===== src/rtl/snes_pkg.sv =====
// Shared definitions for the SNES controller port scheduler.
// Holds the sequencer state encoding, button bit positions and default timing.

package snes_pkg;

    // SNES master clock frequency the default timing is derived from
    localparam int FREQ = 21500000;

    // 6 us half-period of the pad clock, in master clock cycles
    localparam int DEF_CYC_6US = (FREQ / 100000) * 6 / 10;

    // Auto-poll interval for a 60 Hz frame rate
    localparam int DEF_POLL_PERIOD = FREQ / 60;

    // Default depth of the data-line synchronizers
    localparam int DEF_SYNC_STAGES = 2;

    // Bit positions in a 16-bit button word (0 = pressed)
    localparam int BTN_B   = 15;
    localparam int BTN_Y   = 14;
    localparam int BTN_SEL = 13;
    localparam int BTN_STA = 12;
    localparam int BTN_UP  = 11;
    localparam int BTN_DN  = 10;
    localparam int BTN_LE  = 9;
    localparam int BTN_RI  = 8;
    localparam int BTN_A   = 7;
    localparam int BTN_X   = 6;
    localparam int BTN_L   = 5;
    localparam int BTN_R   = 4;
    localparam int BTN_ID_MSB = 3;
    localparam int BTN_ID_LSB = 0;

    // Number of serial bits read from each pad per poll
    localparam int PAD_BITS = 16;

    // Sequencer states
    typedef enum logic [2:0] {
        ST_IDLE  = 3'd0,
        ST_LATCH = 3'd1,
        ST_LOW   = 3'd2,
        ST_HIGH  = 3'd3,
        ST_DONE  = 3'd4
    } joy_state_e;

    // Button word as seen after a full poll with no buttons pressed
    localparam logic [PAD_BITS-1:0] BTN_NONE = '1;

    // Shift one serial bit into a button word, MSB first
    function automatic logic [PAD_BITS-1:0] shift_in(
        input logic [PAD_BITS-1:0] w,
        input logic                b
    );
        return {w[PAD_BITS-2:0], b};
    endfunction

endpackage


===== src/rtl/snes_joy_scheduler_sync_bit.sv =====
// Multi-flop synchronizer for one asynchronous pad data line, reset to 1.
// Ports: clk_i, rst_i (sync, active-high), d_i (async in), q_o (synchronized out).

module sync_bit #(
    parameter int SYNC_STAGES = 2
) (
    input  logic clk_i,
    input  logic rst_i,
    input  logic d_i,
    output logic q_o
);

    logic [SYNC_STAGES-1:0] ff_q;

    // An idle pad line reads as released (1), so reset to that level
    always_ff @(posedge clk_i) begin
        if (rst_i) begin
            ff_q <= '1;
        end else begin
            ff_q <= {ff_q[SYNC_STAGES-2:0], d_i};
        end
    end

    assign q_o = ff_q[SYNC_STAGES-1];

endmodule


===== src/rtl/snes_joy_scheduler.sv =====
// Polls both SNES pads in lockstep with a shared latch/clock waveform.
// Ports: clk, reset, enable, poll_req in; joy*_latch/clk out; joy*_data in;
//        btns1/btns2, valid, changed1/changed2, busy out.

module snes_joy_scheduler
    import snes_pkg::*;
#(
    parameter int CYC_6US     = DEF_CYC_6US,
    parameter int POLL_PERIOD = DEF_POLL_PERIOD,
    parameter int SYNC_STAGES = DEF_SYNC_STAGES
) (
    input  logic        clk,
    input  logic        reset,
    input  logic        enable,
    input  logic        poll_req,
    output logic        joy1_latch,
    output logic        joy1_clk,
    input  logic        joy1_data,
    output logic        joy2_latch,
    output logic        joy2_clk,
    input  logic        joy2_data,
    output logic [15:0] btns1,
    output logic [15:0] btns2,
    output logic        valid,
    output logic        changed1,
    output logic        changed2,
    output logic        busy
);

    localparam int PH_W  = $clog2(2 * CYC_6US);
    localparam int TMR_W = $clog2(POLL_PERIOD);

    localparam logic [PH_W-1:0] PH_LATCH_END = PH_W'(2 * CYC_6US - 1);
    localparam logic [PH_W-1:0] PH_HALF_END  = PH_W'(CYC_6US - 1);
    localparam logic [TMR_W-1:0] TMR_END     = TMR_W'(POLL_PERIOD - 1);
    localparam logic [3:0] LAST_BIT          = 4'(PAD_BITS - 1);

    // Synchronized pad data
    logic d1_s;
    logic d2_s;

    sync_bit #(
        .SYNC_STAGES(SYNC_STAGES)
    ) u_sync1 (
        .clk_i(clk),
        .rst_i(reset),
        .d_i  (joy1_data),
        .q_o  (d1_s)
    );

    sync_bit #(
        .SYNC_STAGES(SYNC_STAGES)
    ) u_sync2 (
        .clk_i(clk),
        .rst_i(reset),
        .d_i  (joy2_data),
        .q_o  (d2_s)
    );

    joy_state_e  state_q, state_d;
    logic [PH_W-1:0]  ph_q, ph_d;
    logic [3:0]       bit_q, bit_d;
    logic [TMR_W-1:0] timer_q, timer_d;
    logic             pend_q, pend_d;
    logic [15:0]      sh1_q, sh1_d;
    logic [15:0]      sh2_q, sh2_d;
    logic [15:0]      btns1_q, btns1_d;
    logic [15:0]      btns2_q, btns2_d;
    logic             valid_q, valid_d;
    logic             ch1_q, ch1_d;
    logic             ch2_q, ch2_d;
    logic             latch_q, latch_d;
    logic             pclk_q, pclk_d;
    logic             busy_q, busy_d;

    logic expiry;
    logic trig;
    logic start;

    assign expiry = enable && (timer_q == TMR_END);
    assign trig   = pend_q || poll_req || expiry;
    assign start  = (state_q == ST_IDLE) && trig;

    // Sequencer, shift registers and result registers
    always_comb begin
        state_d = state_q;
        ph_d    = ph_q;
        bit_d   = bit_q;
        sh1_d   = sh1_q;
        sh2_d   = sh2_q;
        btns1_d = btns1_q;
        btns2_d = btns2_q;
        valid_d = 1'b0;
        ch1_d   = 1'b0;
        ch2_d   = 1'b0;

        unique case (state_q)
            ST_IDLE: begin
                if (trig) begin
                    state_d = ST_LATCH;
                    ph_d    = '0;
                    bit_d   = '0;
                end
            end
            ST_LATCH: begin
                if (ph_q == PH_LATCH_END) begin
                    state_d = ST_LOW;
                    ph_d    = '0;
                end else begin
                    ph_d = ph_q + PH_W'(1);
                end
            end
            ST_LOW: begin
                // Sample at the end of the low phase, when the
                // line has long settled after the previous rise
                if (ph_q == PH_HALF_END) begin
                    sh1_d   = shift_in(sh1_q, d1_s);
                    sh2_d   = shift_in(sh2_q, d2_s);
                    state_d = ST_HIGH;
                    ph_d    = '0;
                end else begin
                    ph_d = ph_q + PH_W'(1);
                end
            end
            ST_HIGH: begin
                if (ph_q == PH_HALF_END) begin
                    ph_d = '0;
                    if (bit_q == LAST_BIT) begin
                        state_d = ST_DONE;
                    end else begin
                        state_d = ST_LOW;
                        bit_d   = bit_q + 4'd1;
                    end
                end else begin
                    ph_d = ph_q + PH_W'(1);
                end
            end
            ST_DONE: begin
                // Change flags compare against the words being replaced
                btns1_d = sh1_q;
                btns2_d = sh2_q;
                valid_d = 1'b1;
                ch1_d   = (sh1_q != btns1_q);
                ch2_d   = (sh2_q != btns2_q);
                state_d = ST_IDLE;
            end
            default: begin
                state_d = ST_IDLE;
            end
        endcase
    end

    // Frame timer and one-deep request latch
    always_comb begin
        timer_d = timer_q;
        pend_d  = pend_q;

        if (start) begin
            timer_d = '0;
        end else if (enable) begin
            // Expiry while busy wraps silently; it is not queued
            timer_d = expiry ? '0 : timer_q + TMR_W'(1);
        end

        if (start) begin
            pend_d = 1'b0;
        end else if (poll_req && (state_q != ST_IDLE)) begin
            pend_d = 1'b1;
        end
    end

    // Pad pins are registered from the next state so they never glitch
    always_comb begin
        latch_d = (state_d == ST_LATCH);
        pclk_d  = (state_d != ST_LOW);
        busy_d  = (state_d != ST_IDLE);
    end

    always_ff @(posedge clk) begin
        if (reset) begin
            state_q <= ST_IDLE;
            ph_q    <= '0;
            bit_q   <= '0;
            timer_q <= '0;
            pend_q  <= 1'b0;
            sh1_q   <= BTN_NONE;
            sh2_q   <= BTN_NONE;
            btns1_q <= BTN_NONE;
            btns2_q <= BTN_NONE;
            valid_q <= 1'b0;
            ch1_q   <= 1'b0;
            ch2_q   <= 1'b0;
            latch_q <= 1'b0;
            pclk_q  <= 1'b1;
            busy_q  <= 1'b0;
        end else begin
            state_q <= state_d;
            ph_q    <= ph_d;
            bit_q   <= bit_d;
            timer_q <= timer_d;
            pend_q  <= pend_d;
            sh1_q   <= sh1_d;
            sh2_q   <= sh2_d;
            btns1_q <= btns1_d;
            btns2_q <= btns2_d;
            valid_q <= valid_d;
            ch1_q   <= ch1_d;
            ch2_q   <= ch2_d;
            latch_q <= latch_d;
            pclk_q  <= pclk_d;
            busy_q  <= busy_d;
        end
    end

    assign joy1_latch = latch_q;
    assign joy2_latch = latch_q;
    assign joy1_clk   = pclk_q;
    assign joy2_clk   = pclk_q;
    assign btns1      = btns1_q;
    assign btns2      = btns2_q;
    assign valid      = valid_q;
    assign changed1   = ch1_q;
    assign changed2   = ch2_q;
    assign busy       = busy_q;

endmodule


===== config.mk =====
export PLATFORM = sky130hd
export DESIGN_NAME = snes_joy_scheduler
export DESIGN_NICKNAME = d
export VERILOG_FILES = /design/src/rtl/snes_pkg.sv /design/src/rtl/snes_joy_scheduler_sync_bit.sv /design/src/rtl/snes_joy_scheduler.sv
export SDC_FILE = /design/constraint.sdc
export NUM_CORES = 1
export LEC_CHECK = 0
export BUFFER_PORTS_ARGS = -buffer_cell sky130_fd_sc_hd__buf_4
export CORE_ASPECT_RATIO = 1.75
export CORE_UTILIZATION = 40
export DETAILED_ROUTE_END_ITERATION = 16
export HOLD_SLACK_MARGIN = 0.12
export SETUP_SLACK_MARGIN = 0.02
export SYNTH_ARGS = -nofsm -noshare
export SYNTH_HDL_FRONTEND = slang
export SYNTH_SLANG_ARGS = --single-unit

===== constraint.sdc =====
create_clock -name clk -period 2.6 [get_ports clk]
set_clock_uncertainty 0.05 [all_clocks]
set_input_delay 0.39 -clock clk [delete_from_list [all_inputs] [get_ports clk]]
set_output_delay 0.39 -clock clk [all_outputs]
set_load 0.03 [all_outputs]

==> Implementation_results.wiki, run 1 <==
{| class="wikitable"
! Metric !! Value
|-
| Maximum vdd ir drop || 275 uV
|-
| Crit. Startpoint || ph_q[4]
|-
| Post-CTS Setup Inserts || 0
|-
| Worst path bufs/invs || 0
|-
| Primary FF master, synth || sky130_fd_sc_hd__dfxtp_1
|-
| Clock-pin slew on the worst setup and hold paths || 70 ps
|-
| Number of clock sinks seen by CTS || 110
|-
| Critical Path RT || 2780 ps
|-
| Synth Net Count || 588
|-
| Proportion of layout cells with a drive suffix above 1 || 12.4%
|-
| Synth warnings || 0
|-
| Number of buffers created by CTS || 9
|-
| Result of the run || finished, final reports clean
|-
| Depth of the critical timing path with buffers and inverters included || 5
|-
| RD Place Congestion || 0.747
|-
| Area share of the leading cell type in the synthesized netlist || 45.5%
|-
| Power density over cell area || 582 mW/mm^2
|-
| Quantity of gates resized following cts || 0
|-
| Final standard cell utilization of the core || 47.7%
|-
| Final nets || 620
|-
| Leading cell type in the layout, fill and taps excluded || sky130_fd_sc_hd__nand2_1
|-
| 1st-pass router iterations || 4
|-
| Starting utilization of the core area || 41.4%
|-
| Wire per inst || 13.7 um
|-
| Actual transition at the worst max-transition pin || 720 ps
|-
| Max-cap violation count || 0
|-
| Register-to-register path setup slack || 320 ps
|-
| Global route total overflow || 0
|-
| DRC || 0
|-
| Fraction of the yosys area taken by sequential cells || 45.5%
|-
| Delay-heaviest family, CP || simple AND/OR/NAND/NOR gates
|-
| Number of placed I/O pins || 46
|-
| Worst reg2reg endpoint || busy
|-
| Global routing usage summed across all routing layers || 17.5%
|-
| Number of vias per cell || 5.19
|-
| Final worst-path cycle share || 87.8%
|-
| Cells taking the most area after synthesis || sky130_fd_sc_hd__dfxtp_1 45%, sky130_fd_sc_hd__nand2_1 11%, sky130_fd_sc_hd__nand3b_1 11%
|-
| Area Growth Syn to Fin || 15.4%
|-
| Slowest cell on the critical path || sky130_fd_sc_hd__or4_1
|-
| Biggest area consumer among synthesized cells || sky130_fd_sc_hd__dfxtp_1
|-
| Core Rows || 52
|-
| Syn avg cell area || 8.41 sq um
|-
| Clock tree from TritonCTS || built
|-
| Via count || 3,885
|-
| Final setup violation count || 0
|-
| Drt total wl || 10.3 mm
|-
| Arrival @ worst endpoint || 2460 ps
|-
| Commonest non-fill, non-tap cells in the layout || 141 x sky130_fd_sc_hd__nand2_1, 110 x sky130_fd_sc_hd__dfxtp_1, 69 x sky130_fd_sc_hd__nand3b_1
|-
| Vertical extent of the die || 148 um
|-
| Port Buffer Count || 45
|-
| Cell area after synthesis || 0.00484 sq mm
|-
| Setup TNS || 0 ps
|-
| Violation count after the first detailed-routing iteration || 148
|-
| Class of the worst hold path || in -> reg
|-
| Number of flops mapped to enable cells by yosys || 0
|-
| Share of synthesized registers carrying an async set or reset || 0%
|-
| Detailed placer's ending HPWL || 6.95 mm
|-
| Count of mapped cells out of synthesis || 576
|-
| Ant. Diodes || 0
|-
| Static leakage || 0.00236 uW
|-
| Count of hold buffers inserted by post-cts repair || 0
|-
| Setup repair after global routing missed its margin || false
|-
| Number of hold violations in the final report || 0
|-
| Placeable Area || 0.0117 sq mm
|-
| Startpoint of the lowest-slack hold path || joy2_data
|-
| Maximum buffer depth of the clock tree || 2
|-
| Total Die Area || 0.0126 sq mm
|-
| Initial antenna violation count || 0
|-
| Clock insertion delay at the later pin of the skew report || 350 ps
|-
| Largest driver fanout on the critical path || 6
|-
| Worst Reg-to-Reg Cells || 5
|-
| Number of distinct library cells after synthesis || 44
|-
| Wire length of the first global-routing pass || 17.7 mm
|-
| Reg2reg start || ph_q[4]
|-
| Category of the worst setup path capture point || register
|-
| CP startpoint kind || register
|-
| Root buffer cell || sky130_fd_sc_hd__clkbuf_16
|-
| Flops & latches, synth || 110
|-
| Largest net degree at the start of global routing || 84
|-
| Tightest slew margin relative to the limit || 51.3%
|-
| Worst setup path category || reg -> reg
|-
| Fmax || 438 MHz
|-
| Largest incremental delay on the critical path || 670 ps
|-
| Count of antenna-violating nets left after detailed routing || 0
|-
| End of the critical path || busy
|-
| Via count of the first global-routing pass || 3,750
|-
| Max-slew violation total from the final report || 0
|-
| Final critical delay including setup and external delays || 2280 ps
|-
| Chip Width || 85.2 um
|-
| List of cells traversed by the critical path || or4_1 -> a211o_1 -> a221oi_2 -> a31oi_1 -> or3_1
|-
| Number of H-tree levels || 3
|}
-- sequential cells by signal, indices dropped and copies added, names as in the netlist --
| signal | flops |
|---|---|
| timer_q | 19 |
| btns1 | 16 |
| btns2 | 16 |
| sh1_q | 16 |
| sh2_q | 16 |
| ph_q | 9 |
| bit_q | 4 |
| state_q | 3 |
| u_sync1.ff_q | 2 |
| u_sync2.ff_q | 2 |
| busy | 1 |
| changed1 | 1 |
| changed2 | 1 |
| joy1_clk | 1 |
| joy1_latch | 1 |
| pend_q | 1 |
| valid | 1 |
-- area by class of cell --
class / instances / area (sq um)
Timing Repair Buffer: 51 / 383
Sequential cell: 110 / 2200
Multi-Input combinational cell: 422 / 2460
Fill cell: 1166 / 6120
Tap cell: 135 / 169
Clock inverter: 3 / 40.0
Inverter: 14 / 52.6
Clock buffer: 13 / 280
-- logic make-up (layout without fill, tap and decap cells) --
family | count (synthesis) | after routing | share of synthesized area [%]
compound gates | 43 | 43 | 5.27
fa+ha+maj | 6 | 6 | 1.55
flops | 110 | 110 | 45.5
xor+xnor | 49 | 49 | 8.86
buf+inv | 44 | 81 | 3.67
simple gates | 324 | 324 | 35.2
-- Yosys cell counts, types with 3 or more instances --
cell type / number
sky130_fd_sc_hd__o21ai_1: 15
sky130_fd_sc_hd__dfxtp_1: 110
sky130_fd_sc_hd__inv_1: 14
sky130_fd_sc_hd__buf_2: 4
sky130_fd_sc_hd__and2_1: 7
sky130_fd_sc_hd__nand3b_1: 69
sky130_fd_sc_hd__xor2_1: 8
sky130_fd_sc_hd__xnor2_1: 41
sky130_fd_sc_hd__nor4_1: 5
sky130_fd_sc_hd__a21oi_1: 12
sky130_fd_sc_hd__and3_1: 9
sky130_fd_sc_hd__o21ai_0: 3
sky130_fd_sc_hd__clkbuf_1: 24
sky130_fd_sc_hd__or2_2: 4
sky130_fd_sc_hd__nor2_1: 30
sky130_fd_sc_hd__nand2b_1: 4
sky130_fd_sc_hd__nand4_1: 13
sky130_fd_sc_hd__nand2_1: 141
sky130_fd_sc_hd__nor3_1: 10
sky130_fd_sc_hd__nand3_1: 16
sky130_fd_sc_hd__ha_1: 6
sky130_fd_sc_hd__nor2b_1: 3
-- layer usage --
layer  up-vias  part of all wire [%]  GRT usage [%]
met3        15                   2.6           3.18
met5         -                     0              0
met4         0                   1.8           6.78
li1       2003                     -              -
met1      1815                    45           20.8
met2        52                    51           31.0
-- where the power goes --
group          leakage [uW]  switching (uW)  internal, uW  total (uW)
Combinational       0.00131            60.3          44.7         105
Clock              0.000162             595           849        1440
Sequential         0.000891            10.4          1700        1710
-- worst register-to-register path, stage by stage, from the launching register on --
cell and delay, ps:
sky130_fd_sc_hd__dfxtp_1 340, sky130_fd_sc_hd__or4_1 670, sky130_fd_sc_hd__a211o_1 330, sky130_fd_sc_hd__a221oi_2 260, sky130_fd_sc_hd__a31oi_1 150, sky130_fd_sc_hd__or3_1 370
-- through the flow --
step / total power [uW] / instances / hold slack [ps] / area, sq um / setup slack (ps)
2_1_floorplan: 1820 / 576 / 339 / 4840 / 489
3_3_place_gp: 1850 / 732 / 356 / 5270 / 343
3_5_place_dp: 1850 / 732 / 362 / 5270 / 326
4_1_cts: 3300 / 748 / 166 / 5590 / 312
5_1_grt: 3390 / 748 / 168 / 5590 / 145
6_report: 3260 / 748 / 176 / 5590 / 317
-- worst min path at each step --
stage	end	slack (ps)	depth (start not counted)
6_report	u_sync2.ff_q[0]	180	2
5_1_grt	u_sync1.ff_q[0]	170	2
4_1_cts	u_sync2.ff_q[0]	170	2
3_5_place_dp	u_sync2.ff_q[1]	360	1
3_3_place_gp	u_sync2.ff_q[1]	360	1
2_1_floorplan	u_sync1.ff_q[1]	340	1
(Power assumes the default switching activity.)
==> run 2, diff against run 1 <==
- clock period: 2.6 -> 2.9 ns (I/O delays scaled with it)
==> Implementation_results.wiki, run 2 (same netlist as run 1, synthesis figures left out) <==
{| class="wikitable"
! Metric !! Value
|-
| Startpoint of the lowest-slack hold path || joy1_data (was joy2_data)
|-
| Endpoint with the worst hold slack || u_sync1.ff_q[0] (was u_sync2.ff_q[0])
|-
| Final standard cell area without fillers || 0.00559 sq mm (about the same)
|-
| Worst setup path category || reg -> reg (unchanged)
|-
| Number of clock sinks seen by CTS || 110 (unchanged)
|-
| Total Die Area || 0.0126 sq mm (unchanged)
|-
| Via count of the first global-routing pass || 3,699 (was 3,750)
|-
| Post-CTS Setup Inserts || 0 (unchanged)
|-
| Root buffer cell || sky130_fd_sc_hd__clkbuf_16 (unchanged)
|-
| Delay-heaviest family, CP || simple AND/OR/NAND/NOR gates (unchanged)
|-
| Tightest slew margin relative to the limit || 54.0% (was 51.3%)
|-
| Vertical extent of the die || 148 um (unchanged)
|-
| Depth of the critical timing path with buffers and inverters included || 5 (unchanged)
|-
| Worst path bufs/invs || 0 (unchanged)
|-
| Result of the run || finished, final reports clean (unchanged)
|-
| Commonest non-fill, non-tap cells in the layout || 141 x sky130_fd_sc_hd__nand2_1, 110 x sky130_fd_sc_hd__dfxtp_1, 69 x sky130_fd_sc_hd__nand3b_1 (unchanged)
|-
| Flip-flop count of the largest register, all copies and words added || 19 (unchanged)
|-
| Proportion of layout cells with a drive suffix above 1 || 11.8% (was 12.4%)
|-
| Count of hold buffers inserted by post-cts repair || 0 (unchanged)
|-
| Area Growth Syn to Fin || 15.5% (was 15.4%)
|-
| Worst reg2reg endpoint || busy (unchanged)
|-
| Register-to-register path setup slack || 590 ps (was 320 ps)
|-
| Global routing usage summed across all routing layers || 17.4% (was 17.5%)
|-
| Critical Path RT || 3080 ps (was 2780 ps)
|-
| RD Place Congestion || 0.793 (was 0.747)
|-
| Port Buffer Count || 45 (unchanged)
|-
| Maximum vdd ir drop || 260 uV (was 275 uV)
|-
| Wire per inst || 13.8 um (was 13.7 um)
|-
| Category of the worst setup path capture point || register (unchanged)
|-
| Global route total overflow || 0 (unchanged)
|-
| Number of buffers created by CTS || 9 (unchanged)
|-
| Fill cell total of the finished layout || 1,149 (was 1,166)
|-
| Detailed placer's ending HPWL || 6.98 mm (was 6.95 mm)
|-
| Ant. Diodes || 0 (unchanged)
|-
| List of cells traversed by the critical path || or4_1 -> a211o_1 -> a221oi_2 -> a31oi_1 -> or3_1 (unchanged)
|-
| Fmax || 434 MHz (was 438 MHz)
|-
| Number of hold violations in the final report || 0 (unchanged)
|-
| Final setup violation count || 0 (unchanged)
|-
| Chip Width || 85.2 um (unchanged)
|-
| Largest incremental delay on the critical path || 670 ps (about the same)
|-
| Reg with most FFs || timer_q (unchanged)
|-
| Max-slew violation total from the final report || 0 (unchanged)
|-
| Final nets || 619 (was 620)
|-
| Static leakage || 0.00235 uW (was 0.00236 uW)
|-
| Setup TNS || 0 ps (unchanged)
|-
| Maximum buffer depth of the clock tree || 2 (unchanged)
|-
| Reg2reg start || ph_q[4] (unchanged)
|-
| Hold Path Depth || 2 (unchanged)
|-
| Leading cell type in the layout, fill and taps excluded || sky130_fd_sc_hd__nand2_1 (unchanged)
|-
| Count of antenna-violating nets left after detailed routing || 0 (unchanged)
|-
| Actual transition at the worst max-transition pin || 681 ps (was 720 ps)
|-
| Number of vias per cell || 5.20 (was 5.19)
|-
| Quantity of gates resized following cts || 0 (unchanged)
|-
| Number of H-tree levels || 3 (unchanged)
|-
| Core Rows || 52 (unchanged)
|-
| Initial antenna violation count || 0 (unchanged)
|-
| Violation count after the first detailed-routing iteration || 188 (was 148)
|-
| Largest net degree at the start of global routing || 84 (unchanged)
|-
| Starting utilization of the core area || 41.4% (unchanged)
|-
| Clock tree from TritonCTS || built (unchanged)
|-
| DRC || 0 (unchanged)
|-
| Power density over cell area || 537 mW/mm^2 (was 582 mW/mm^2)
|-
| 1st-pass router iterations || 5 (was 4)
|-
| Final critical delay including setup and external delays || 2310 ps (was 2280 ps)
|-
| Wire length of the first global-routing pass || 17.4 mm (was 17.7 mm)
|-
| Number of placed I/O pins || 46 (unchanged)
|-
| Clock insertion delay at the later pin of the skew report || 350 ps (about the same)
|-
| Drt total wl || 10.3 mm (about the same)
|-
| Arrival @ worst endpoint || 2480 ps (was 2460 ps)
|-
| CP startpoint kind || register (unchanged)
|-
| Clock-pin slew on the worst setup and hold paths || 70 ps (about the same)
|-
| Final worst-path cycle share || 79.5% (was 87.8%)
|-
| Slowest cell on the critical path || sky130_fd_sc_hd__or4_1 (unchanged)
|-
| Setup repair after global routing missed its margin || false (unchanged)
|-
| Final standard cell utilization of the core || 47.8% (was 47.7%)
|-
| Max-cap violation count || 0 (unchanged)
|-
| Total placed instance area || 0.00526 sq mm (was 0.00527 sq mm)
|-
| Largest driver fanout on the critical path || 6 (unchanged)
|-
| Class of the worst hold path || in -> reg (unchanged)
|-
| Worst Reg-to-Reg Cells || 5 (unchanged)
|-
| Placeable Area || 0.0117 sq mm (unchanged)
|-
| Via count || 3,887 (was 3,885)
|}
==> run 2: how the worst max path moves through the flow <==
stage | start | end | slack, ps
floorplan | ph_q[4] | busy | 790
global placement | ph_q[4] | busy | 640
detailed placement | ph_q[4] | busy | 580
CTS | ph_q[4] | busy | 580
global route | ph_q[4] | busy | 490
finish | ph_q[4] | busy | 590
==> run 2: where the power goes <==
group | leakage [uW] | switching, uW | internal (uW)
combinational | 0.00130 | 55.5 | 39.0
sequential | 0.000891 | 9.20 | 1520
clock | 0.000161 | 537 | 844
total | 0.00235 | 602 | 2400
==> run 2: worst register-to-register path, stage by stage (launching register included) <==
cell and delay [ps]:
sky130_fd_sc_hd__dfxtp_1 330, sky130_fd_sc_hd__or4_1 670, sky130_fd_sc_hd__a211o_1 340, sky130_fd_sc_hd__a221oi_2 280, sky130_fd_sc_hd__a31oi_1 150, sky130_fd_sc_hd__or3_1 370
==> run 2: final cells by class <==
| class | count | area (sq um) | share of cell area [%] |
|---|---|---|---|
| clock buffers | 12 | 236 | 4.23 |
| well taps | 135 | 169 | 3.02 |
| multi-input cells | 422 | 2460 | 44.0 |
| flip-flops and latches | 110 | 2200 | 39.4 |
| inverters | 14 | 52.6 | 0.939 |
| repair buffers | 50 | 375 | 6.71 |
| clock inverters | 4 | 95.1 | 1.70 |
==> run 2: per-layer routing <==
metal	up-vias	wire (um)	track usage, %
met3	15	299	3.57
met2	59	5410	31.4
met4	0	182	6.53
li1	1980	-	-
met5	-	0	0
met1	1833	4440	19.9
==> run 2: through the flow <==
step / power (uW) / instances / hold WS (ps) / setup slack [ps]
5_1_grt: 3110 / 747 / 212 / 489
4_1_cts: 3030 / 747 / 213 / 583
3_5_place_dp: 1660 / 731 / 353 / 577
2_1_floorplan: 1630 / 576 / 339 / 789
6_report: 3010 / 747 / 220 / 594
3_3_place_gp: 1660 / 731 / 355 / 638
==> run 3, diff against run 2 <==
- ABC_AREA: unset -> 1
- clock period: 2.9 -> 1.9 ns (I/O delays scaled with it)
==> Implementation_results.wiki, run 3 <==
{| class="wikitable"
! Metric !! Value
|-
| Result of the run || finished, final reports clean (unchanged)
|-
| Most frequently used cell type in the post-synthesis netlist || sky130_fd_sc_hd__nand2_1 (unchanged)
|-
| Arrival @ worst endpoint || 1910 ps (was 2480 ps)
|-
| Inst Count DP || 890 (was 731)
|-
| Synth warnings || 0 (unchanged)
|-
| Commonest non-fill, non-tap cells in the layout || 211 x sky130_fd_sc_hd__nand2_1, 109 x sky130_fd_sc_hd__dfxtp_1, 87 x sky130_fd_sc_hd__nand3_1 (was 141 x sky130_fd_sc_hd__nand2_1, 110 x sky130_fd_sc_hd__dfxtp_1, 69 x sky130_fd_sc_hd__nand3b_1)
|-
| Total Die Area || 0.0131 sq mm (was 0.0126 sq mm)
|-
| Global routing usage summed across all routing layers || 18.5% (was 17.4%)
|-
| Synth Net Count || 703 (was 588)
|-
| Worst setup path category || reg -> reg (unchanged)
|-
| Global route total overflow || 0 (unchanged)
|-
| Share of synthesized registers carrying an async set or reset || 0% (unchanged)
|-
| Design Power || 4350 uW (was 3010 uW)
|-
| Proportion of layout cells with a drive suffix above 1 || 16.4% (was 11.8%)
|-
| Number of placed I/O pins || 46 (unchanged)
|-
| Setup TNS || 0 ps (unchanged)
|-
| Max-cap violation count || 0 (unchanged)
|-
| Count of antenna-violating nets left after detailed routing || 0 (unchanged)
|-
| Wire length of the first global-routing pass || 19.0 mm (was 17.4 mm)
|-
| CP startpoint kind || register (unchanged)
|-
| Chip Width || 86.9 um (was 85.2 um)
|-
| GRT met1 Usage || 20.3% (was 19.9%)
|-
| Syn avg cell area || 7.30 sq um (was 8.41 sq um)
|-
| Vertical extent of the die || 151 um (was 148 um)
|-
| Number of distinct library cells after synthesis || 33 (was 44)
|-
| Number of clock sinks seen by CTS || 110 (unchanged)
|-
| Detailed placer's ending HPWL || 8.30 mm (was 6.98 mm)
|-
| Cells taking the most area after synthesis || sky130_fd_sc_hd__dfxtp_1 44%, sky130_fd_sc_hd__nand2_1 16%, sky130_fd_sc_hd__nand3_1 8.6% (was sky130_fd_sc_hd__dfxtp_1 45%, sky130_fd_sc_hd__nand2_1 11%, sky130_fd_sc_hd__nand3b_1 11%)
|-
| Cell area after synthesis || 0.00504 sq mm (was 0.00484 sq mm)
|-
| Class of the worst hold path || in -> reg (unchanged)
|-
| Count of mapped cells out of synthesis || 691 (was 576)
|-
| Clock power frac || 41.4% (was 46.0%)
|-
| Layer with the highest usage after global routing || met2 (unchanged)
|-
| Final WS setup || 167 ps (was 594 ps)
|-
| Final setup violation count || 0 (unchanged)
|-
| Synth top cells by count || 211 x sky130_fd_sc_hd__nand2_1, 110 x sky130_fd_sc_hd__dfxtp_1, 87 x sky130_fd_sc_hd__nand3_1, 55 x sky130_fd_sc_hd__nor2_1, 49 x sky130_fd_sc_hd__inv_1 (was 141 x sky130_fd_sc_hd__nand2_1, 110 x sky130_fd_sc_hd__dfxtp_1, 69 x sky130_fd_sc_hd__nand3b_1, 41 x sky130_fd_sc_hd__xnor2_1, 30 x sky130_fd_sc_hd__nor2_1)
|-
| Share of total power in sequential cells || 53.8% (was 50.9%)
|-
| Critical Path RT || 2080 ps (was 3080 ps)
|-
| Startpoint of the lowest-slack hold path || poll_req (was joy1_data)
|-
| Actual transition at the worst max-transition pin || 443 ps (was 681 ps)
|-
| Violation count after the first detailed-routing iteration || 213 (was 188)
|-
| DRC || 0 (unchanged)
|-
| Maximum buffer depth of the clock tree || 2 (unchanged)
|-
| Port Buffer Count || 45 (unchanged)
|-
| Core Rows || 53 (was 52)
|-
| Clock insertion delay at the later pin of the skew report || 350 ps (about the same)
|-
| Final worst-path cycle share || 91.2% (was 79.5%)
|-
| Setup repair after global routing missed its margin || false (unchanged)
|-
| Reported net switching power || 1040 uW (was 602 uW)
|-
| Fraction of the yosys area taken by sequential cells || 43.7% (was 45.5%)
|-
| Area Growth Syn to Fin || 17.2% (was 15.5%)
|-
| Met3 layer usage reported by global route || 2.36% (was 3.57%)
|-
| Starting utilization of the core area || 41.6% (was 41.4%)
|-
| Final nets || 750 (was 619)
|-
| Switching power as a share of total power || 24.0% (was 20.0%)
|-
| Primary FF master, synth || sky130_fd_sc_hd__dfxtp_1 (unchanged)
|-
| Drt total wl || 11.5 mm (was 10.3 mm)
|-
| Leading cell type in the layout, fill and taps excluded || sky130_fd_sc_hd__nand2_1 (unchanged)
|-
| Placeable Area || 0.0121 sq mm (was 0.0117 sq mm)
|-
| Internal power contribution || 3310 uW (was 2400 uW)
|-
| Final standard cell count with taps included and fillers excluded || 908 (was 747)
|-
| Fmax || 577 MHz (was 434 MHz)
|-
| Area share of the leading cell type in the synthesized netlist || 43.7% (was 45.5%)
|-
| Worst Reg-to-Reg Cells || 8 (was 5)
|-
| Reg with most FFs || timer_q (unchanged)
|-
| Largest net degree at the start of global routing || 65 (was 84)
|-
| Final critical delay including setup and external delays || 1730 ps (was 2310 ps)
|-
| Static leakage || 0.00265 uW (was 0.00235 uW)
|-
| Maximum vdd ir drop || 407 uV (was 260 uV)
|-
| 1st-pass router iterations || 5 (unchanged)
|-
| Combinational share of power || 4.7% (was 3.1%)
|-
| Tightest slew margin relative to the limit || 70.5% (was 54.0%)
|-
| Largest driver fanout on the critical path || 30 (was 6)
|-
| Ant. Diodes || 0 (unchanged)
|-
| Number of vias per cell || 4.93 (was 5.20)
|-
| Clock tree from TritonCTS || built (unchanged)
|-
| Category of the worst setup path capture point || register (unchanged)
|-
| RD Place Congestion || 0.930 (was 0.793)
|-
| Initial antenna violation count || 0 (unchanged)
|-
| Reg2reg start || ph_q[0] (was ph_q[4])
|-
| Via count || 4,472 (was 3,887)
|-
| Number of flops mapped to enable cells by yosys || 0 (unchanged)
|-
| Via count of the first global-routing pass || 4,176 (was 3,699)
|-
| Crit. Startpoint || ph_q[0] (was ph_q[4])
|-
| Number of hold violations in the final report || 0 (unchanged)
|-
| Number of buffers created by CTS || 9 (unchanged)
|-
| Hold Path Depth || 3 (was 2)
|-
| Number of H-tree levels || 3 (unchanged)
|-
| Worst slack at placement || 99.1 ps (was 577 ps)
|-
| Max-slew violation total from the final report || 0 (unchanged)
|-
| Clock-pin slew on the worst setup and hold paths || 80 ps (was 70 ps)
|-
| Root buffer cell || sky130_fd_sc_hd__clkbuf_16 (unchanged)
|-
| Flip-flop count of the largest register, all copies and words added || 19 (unchanged)
|-
| Flops & latches, synth || 110 (unchanged)
|-
| Wire per inst || 12.7 um (was 13.8 um)
|-
| Tightest hold margin || 144 ps (was 220 ps)
|-
| Power density over cell area || 737 mW/mm^2 (was 537 mW/mm^2)
|-
| Biggest area consumer among synthesized cells || sky130_fd_sc_hd__dfxtp_1 (unchanged)
|-
| Met2 usage in global routing || 34.8% (was 31.4%)
|}
[run 3: changes by cell type after synthesis, sizes merged, moves of 20 or more]
| cell | before | now |
|---|---|---|
| nand2 | 141 | 218 |
| nand3 | 16 | 90 |
| nand3b | 69 | 1 |
| inv | 14 | 55 |
| nor2 | 30 | 68 |
| xnor2 | 41 | 21 |
[run 3: repair_timing]
action / 4_1_cts / 5_1_grt
setup endpoints to repair: 0 / 40
endpoints found under the hold margin: 2 / 0
buffers inserted: 0 / 0
hold buffers: 2 / 0
resized for setup: 0 / 7
[run 3: power by group through the flow]
stage	clock network, uW	logic [uW]	registers [uW]
CTS	1860	206	2340
finish	1800	207	2340
global route	1940	229	2350
floorplan	0	144	2400
detailed placement	0	202	2400
global placement	0	199	2400
[run 3: metal layers]
| metal | wire length [um] | vias up |
|---|---|---|
| li1 | - | 2309 |
| met1 | 4700 | 2067 |
| met2 | 6210 | 73 |
| met3 | 277 | 23 |
| met4 | 319 | 0 |
| met5 | 0 | - |
[run 3: per-stage QoR]
stage          utilization [%]  instance area, sq um
2_1_floorplan                -                  5040
3_3_place_gp              46.0                  5580
3_5_place_dp              46.0                  5580
4_1_cts                   48.5                  5880
5_1_grt                   48.7                  5910
6_report                  48.7                  5910
[run 3: path summary, 6_finish.rpt]
check | slack [ps] | endpoint
setup / recovery | 170 | sh1_q[1]
hold reg to reg | 360 | u_sync2.ff_q[1]
setup reg to reg | 170 | sh1_q[1]
hold / removal | 140 | pend_q
[run 3: logic make-up after synthesis]
logic type               synth area share [%]
AO/OA/AOI/OAI                            5.08
buffers and inverters                    6.89
adder cells (fa/ha/maj)                  1.49
XOR/XNOR                                 5.73
flip-flops                               43.7
AND/OR/NAND/NOR                          37.2
[run 3: layout make-up]
type	count	area (sq um)
fill	1205	6220
multi-input combinational	500	2520
sequential	110	2200
timing repair buffer	61	488
clock buffer	10	229
inverter	56	213
tap	165	206
clock inverter	6	51.3
[run 3: critical path: stages (launching register included)]
cell and delay [ps]:
sky130_fd_sc_hd__dfxtp_1 350, sky130_fd_sc_hd__inv_1 100, sky130_fd_sc_hd__ha_1 150, sky130_fd_sc_hd__nand4_1 150, sky130_fd_sc_hd__nor2_4 190, sky130_fd_sc_hd__nand2_1 160, sky130_fd_sc_hd__buf_4 280, sky130_fd_sc_hd__nand2_1 100
sky130_fd_sc_hd__nand3_1 80
